**src/rtl/i2c_bus_pad_ctrl.sv**
```systemverilog
// Open-drain I2C pad controller: resolves local drivers onto scl/sda, filters the
// sampled lines and monitors START/STOP, bus-busy, arbitration loss and stretching.
`timescale 1ns/1ps
module i2c_bus_pad_ctrl #(
  parameter int NUM_DEV    = 2,
  parameter int FILT_DEPTH = 3
) (
  input  logic               pclk,
  input  logic               areset,
  input  logic [NUM_DEV-1:0] scl_o,
  input  logic [NUM_DEV-1:0] scl_oen,
  input  logic [NUM_DEV-1:0] sda_o,
  input  logic [NUM_DEV-1:0] sda_oen,
  inout  wire                scl,
  inout  wire                sda,
  output logic               scl_i,
  output logic               sda_i,
  output logic               start_det,
  output logic               stop_det,
  output logic               bus_busy,
  output logic [NUM_DEV-1:0] arb_lost,
  output logic [NUM_DEV-1:0] scl_stretch
);

  localparam int CW  = $clog2(FILT_DEPTH + 1);
  localparam int LAT = FILT_DEPTH + 2;
  localparam int RW  = $clog2(LAT + 1);
  localparam logic [CW-1:0] CNT_LAST = CW'(FILT_DEPTH - 1);
  localparam logic [RW-1:0] REL_MAX  = RW'(LAT);

  typedef enum logic {IDLE, BUSY} state_t;

  logic [NUM_DEV-1:0] rel_scl;
  logic [NUM_DEV-1:0] rel_sda;
  logic [1:0]         line_raw;
  logic [1:0]         line_sync;
  logic [1:0]         line_filt;
  logic               scl_q_reg;
  logic               sda_q_reg;
  logic [1:0]         vld_reg;
  logic               armed_reg;
  logic               scl_rise;
  state_t             state_reg;
  state_t             state_next;

  assign rel_scl = ~(scl_oen & ~scl_o);
  assign rel_sda = ~(sda_oen & ~sda_o);

  // Only ever pull low; a release leaves the wire to the pull-up or off-chip agents.
  assign scl = (&rel_scl) ? 1'bz : 1'b0;
  assign sda = (&rel_sda) ? 1'bz : 1'b0;
  pullup pu_scl (scl);
  pullup pu_sda (sda);

  assign line_raw = {sda, scl};

  generate
    for (genvar gi = 0; gi < 2; gi++) begin : g_line
      logic          s1_reg;
      logic          s2_reg;
      logic          filt_reg;
      logic [CW-1:0] cnt_reg;

      always_ff @(posedge pclk or posedge areset) begin
        if (areset) begin
          s1_reg   <= 1'b1;
          s2_reg   <= 1'b1;
          filt_reg <= 1'b1;
          cnt_reg  <= '0;
        end else begin
          s1_reg <= line_raw[gi];
          s2_reg <= s1_reg;
          if (s2_reg == filt_reg) begin
            cnt_reg <= '0;
          end else if (cnt_reg == CNT_LAST) begin
            filt_reg <= s2_reg;
            cnt_reg  <= '0;
          end else begin
            cnt_reg <= cnt_reg + 1'b1;
          end
        end
      end

      assign line_sync[gi] = s2_reg;
      assign line_filt[gi] = filt_reg;
    end
  endgenerate

  assign scl_i = line_filt[0];
  assign sda_i = line_filt[1];

  // armed_reg blocks a false START when SDA is already low as reset releases:
  // it waits for the synchroniser to hold real samples showing SDA high.
  always_ff @(posedge pclk or posedge areset) begin
    if (areset) begin
      scl_q_reg <= 1'b1;
      sda_q_reg <= 1'b1;
      vld_reg   <= 2'b00;
      armed_reg <= 1'b0;
      state_reg <= IDLE;
    end else begin
      scl_q_reg <= scl_i;
      sda_q_reg <= sda_i;
      vld_reg   <= {vld_reg[0], 1'b1};
      if (vld_reg[1] && line_sync[1] && sda_i)
        armed_reg <= 1'b1;
      state_reg <= state_next;
    end
  end

  assign start_det = armed_reg && scl_q_reg && scl_i && sda_q_reg && !sda_i;
  assign stop_det  = scl_q_reg && scl_i && !sda_q_reg && sda_i;
  assign scl_rise  = !scl_q_reg && scl_i;

  always_comb begin
    state_next = state_reg;
    case (state_reg)
      IDLE:    if (start_det) state_next = BUSY;
      BUSY:    if (stop_det)  state_next = IDLE;
      default: state_next = IDLE;
    endcase
  end

  assign bus_busy = (state_reg == BUSY);

  generate
    for (genvar gi = 0; gi < NUM_DEV; gi++) begin : g_dev
      logic          arb_reg;
      logic [RW-1:0] rel_cnt_reg;

      // Clear on STOP takes priority over a coincident loss.
      always_ff @(posedge pclk or posedge areset) begin
        if (areset) begin
          arb_reg <= 1'b0;
        end else if (stop_det) begin
          arb_reg <= 1'b0;
        end else if (bus_busy && scl_rise && rel_sda[gi] && !sda_i) begin
          arb_reg <= 1'b1;
        end
      end

      always_ff @(posedge pclk or posedge areset) begin
        if (areset) begin
          rel_cnt_reg <= '0;
        end else if (!rel_scl[gi]) begin
          rel_cnt_reg <= '0;
        end else if (rel_cnt_reg != REL_MAX) begin
          rel_cnt_reg <= rel_cnt_reg + 1'b1;
        end
      end

      assign arb_lost[gi]    = arb_reg;
      assign scl_stretch[gi] = (rel_cnt_reg == REL_MAX) && !scl_i;
    end
  endgenerate

endmodule

```
**config.mk**
```make
export PLATFORM = sky130hd
export DESIGN_NAME = i2c_bus_pad_ctrl
export DESIGN_NICKNAME = d
export VERILOG_FILES = /design/src/rtl/i2c_bus_pad_ctrl.sv
export SDC_FILE = /design/constraint.sdc
export NUM_CORES = 1
export LEC_CHECK = 0
export ABC_AREA = 1
export CAP_MARGIN = 20
export CELL_PAD_IN_SITES_DETAIL_PLACEMENT = 1
export CELL_PAD_IN_SITES_GLOBAL_PLACEMENT = 1
export CORE_MARGIN = 2
export CORE_UTILIZATION = 38
export DETAILED_ROUTE_END_ITERATION = 7
export MAX_ROUTING_LAYER = met4
export PLACE_DENSITY_LB_ADDON = 0.1
export SLEW_MARGIN = 20
export SYNTH_ARGS = -nofsm -noshare
export SYNTH_HDL_FRONTEND = slang
export SYNTH_SLANG_ARGS = --single-unit
```
**constraint.sdc**
```tcl
create_clock -name pclk -period 1.9 [get_ports pclk]
set_input_delay 0.57 -clock pclk [delete_from_list [all_inputs] [get_ports pclk]]
set_output_delay 0.57 -clock pclk [all_outputs]
set_load 0.01 [all_outputs]
```
Word-level counts from Yosys, hierarchy flattened --
Index checks and enable logic that the tools add are counted.
Cells by class: bitwise operators 1, multiplexer cells 1
Operators by type and width (count):
- $pmux W1 S2 | 1
- $not A1 Y1 | 1
Word-level totals: flip-flop bits (word level) 1, output and inout port bits 11

Depth between registers and ports, before layout --
depth after elaboration 2, gate-level depth with buffers 6

Worst setup path after synthesis --
Ideal clock, no wire load.
kind reg2out, start register scl_i (netlist name), end output port start_det (netlist name), data arrival time 0.907 ns, path slack 0.423 ns, stages on the path, launching flop included 5, data required time 1.330 ns, path buffers 0, path through dfstp_2 nand2_1 inv_1 nand3_1 inv_1

==> results_dict.tcl <==
set metrics [dict create \
    ir_worst_vdd_v 0.0005306 \
    tritoncts "yes" \
    hold_depth 0 \
    p_leak_nw 0.6259 \
    cpPeakStageDelay_ps 560 \
    clkPwrFrac_pct 22.0 \
    fmaxAchievable_mhz 539.2 \
    crit_slowest_cell "dfstp_2" \
    grt_usage_pct 15.93 \
    critPathLaunchType "flip-flop" \
    synthCells 98 \
    final_nets 146 \
    crit_family "flip-flops" \
    synth_edf_count 0 \
    switchingPower_w 0.0003225 \
    clock_sinks 20 \
    cp_max_fo 3 \
    crit_cells 6 \
    root_buffer "clkbuf_4" \
    wire_per_inst_um 11.28 \
    power_w 0.001111 \
    syn_to_final_growth_pct 36.23 \
    synth_area_per_cell_sq_um 8.950 \
    grt_pass1_wl_mm 2.994 \
    clkLatencyLatePin_ps 300 \
    critPathArrivalTime_ps 1280 \
    synthTopCellsByCount "nand2_1, dfrtp_1, nor2_1" \
    yosysTopAreaCell "dfrtp_1" \
    internal_power_w 0.0007883 \
    overflow 0 \
    cts_hold_buffers 0 \
    max_cap_violations 0 \
    crit_buf_inv 4 \
    finalCriticalPeriod_ps 1855 \
    portBuffers 18 \
    finalMaxSlewViolations 0 \
    hold_viol 0 \
    seq_area_frac_synth_pct 57.63 \
    critical_path_required_ps 1330 \
    cts_made_buffers 3 \
    hold_slack_ps 372.7 \
    first_global_vias 715 \
    num_vias 724 \
    period_share_pct 97.62 \
    routed_wl_mm 1.794 \
    synthMostInstantiatedCell "nand2_1" \
    dr.pass1.iters 1 \
    r2r_cells 6 \
    ys_top_cells_by_area "dfrtp_1, dfstp_2, nand2_1" \
    largest_reg_flops 6 \
    clock_skew_ps 1.700 \
    ys_warn_count 2 \
    postLayoutSetupSlackWorst_ps 45.24 \
    dieArea_sq_um 2709 \
    antenna_found_initial 0 \
    crit_chain "buf_6 > inv_2 > nor2_4 > nand2_2 > inv_1 > buf_2" \
    initial_core_util_pct 40.03 \
    dieHeight_um 52.05 \
    io_pins 21 \
    setup_violations 0 \
    syn_area_sq_um 877.1 \
    p_seq_share_pct 47.5 \
    async_reset_ff_share_pct 100.0 \
    clkTransAtPathRegs_ps 110 \
    vias_per_cell 4.553 \
    gp_congestion 0.7048 \
    cp-end-kind "output port" \
    seq_area_sq_um 505.5 \
    status "complete, no violations" \
    diodes 0 \
    place_hpwl_mm 1.343 \
    criticalPathCategory "reg -> out" \
    rsz0062_at_grt "yes" \
    ant_nets 0 \
    hold_class "reg -> reg" \
    power_frac_comb_pct 30.4 \
    drt_iter0_drc 0 \
    synth.top_cell.area_share_pct 45.65 \
    die_w_um 52.05 \
    p_per_area_nw_per_um2 929.7 \
    cts_buffer_depth 2 \
    placementRows 17 \
    multi_input_area_sq_um 302.8 \
    grt_max_degree 21 \
    drc_errors 0 \
    p_sw_share_pct 29.03 \
    cts_max_level 1 \
    ys_ff_latch 20 \
    ys.flop_type "dfrtp_1" \
    dp_slack_ps -3.243 \
    synth.distinct_cells 18 \
    drive_gt1_share_pct 22.90 \
    coreArea_sq_um 2191 \
    n_fill_cell 268 \
]
## cell families (layout without fill, tap and decap cells)
group	Yosys count	in the layout	synth area share [%]
adder cells (fa/ha/maj)	4	4	5.706
other	1	3	0.4275
AND/OR/NAND/NOR	46	46	21.54
flip-flops	20	20	57.63
buffers and inverters	19	50	9.843
AO/OA/AOI/OAI	8	8	4.850
## worst register-to-register path, stage by stage (launching register included)
cell and delay, ps:
dfrtp_1 400, inv_1 60, ha_1 150, nand2_1 70, buf_4 150, o21ai_0 200, nor2_1 60
## repair_timing
action,4_1_cts,5_1_grt
pin swaps,0,0
buffers inserted,5,1
gates cloned,0,0
endpoints found under the setup margin,6,3
endpoints found under the hold margin,0,0
resized for setup,18,4
## power by group through the flow
| stage | combinational, W | clock [W] | sequential (W) |
|---|---|---|---|
| after floorplan | 0.000177 | 0 | 0.000536 |
| after global placement | 0.000234 | 0 | 0.000546 |
| after detailed placement | 0.000253 | 0 | 0.000550 |
| after CTS | 0.000328 | 0.000261 | 0.000527 |
| after global routing | 0.000400 | 0.000277 | 0.000536 |
| final | 0.000338 | 0.000245 | 0.000528 |
## cell type report
class / instances / area share [%]
well taps: 28 / 2.932
inverters: 15 / 4.712
clock buffers: 4 / 3.037
repair buffers: 31 / 21.68
flip-flops and latches: 20 / 42.30
multi-input cells: 61 / 25.34
## stage by stage
| stage | utilization, % | instance area (sq um) | setup TNS, ps | cells |
|---|---|---|---|---|
| after global placement | 51.23 | 1122 | 0 | 149 |
| after global routing | 54.54 | 1195 | -63.00 | 159 |
| after floorplan | - | 884.6 | 0 | 100 |
| after CTS | 54.37 | 1191 | 0 | 158 |
| final | 54.54 | 1195 | 0 | 159 |
| after detailed placement | 51.23 | 1122 | -3.243 | 149 |
## cells in the final DEF, fill, tap and decap left out, types with 4 or more instances in the layout
master and n:
clkdlybuf4s50_1 12, ha_1 4, buf_4 12, nor2_1 15, inv_1 13, dfrtp_1 16
nand2_1 23, o21ai_0 5, buf_2 4, dfstp_2 4
## routing by layer
metal,up-vias,track usage [%],part of all wire [%]
met1,357,15.06,41
met4,0,9.211,0.89
met2,13,29.32,55
met5,-,-,0
met3,2,3.448,3.7
li1,352,-,-
## worst paths after layout
kind                       slack [ps]                           startpoint                             endpoint
max reg2reg                       720  g_dev[0].rel_cnt_reg[1]$_DFFE_PP0P_  g_dev[0].rel_cnt_reg[0]$_DFFE_PP0P_
min in group asynchronous         580                               areset  g_dev[1].rel_cnt_reg[2]$_DFFE_PP0P_
max in group asynchronous        1050                               areset                      sda_i$_DFF_PP1_
min                               370                 vld_reg[0]$_DFF_PP0_                 vld_reg[1]$_DFF_PP0_
min reg2reg                       370                 vld_reg[0]$_DFF_PP0_                 vld_reg[1]$_DFF_PP0_
max                                50                      sda_i$_DFF_PP1_                             stop_det
(Power assumes the default switching activity.)
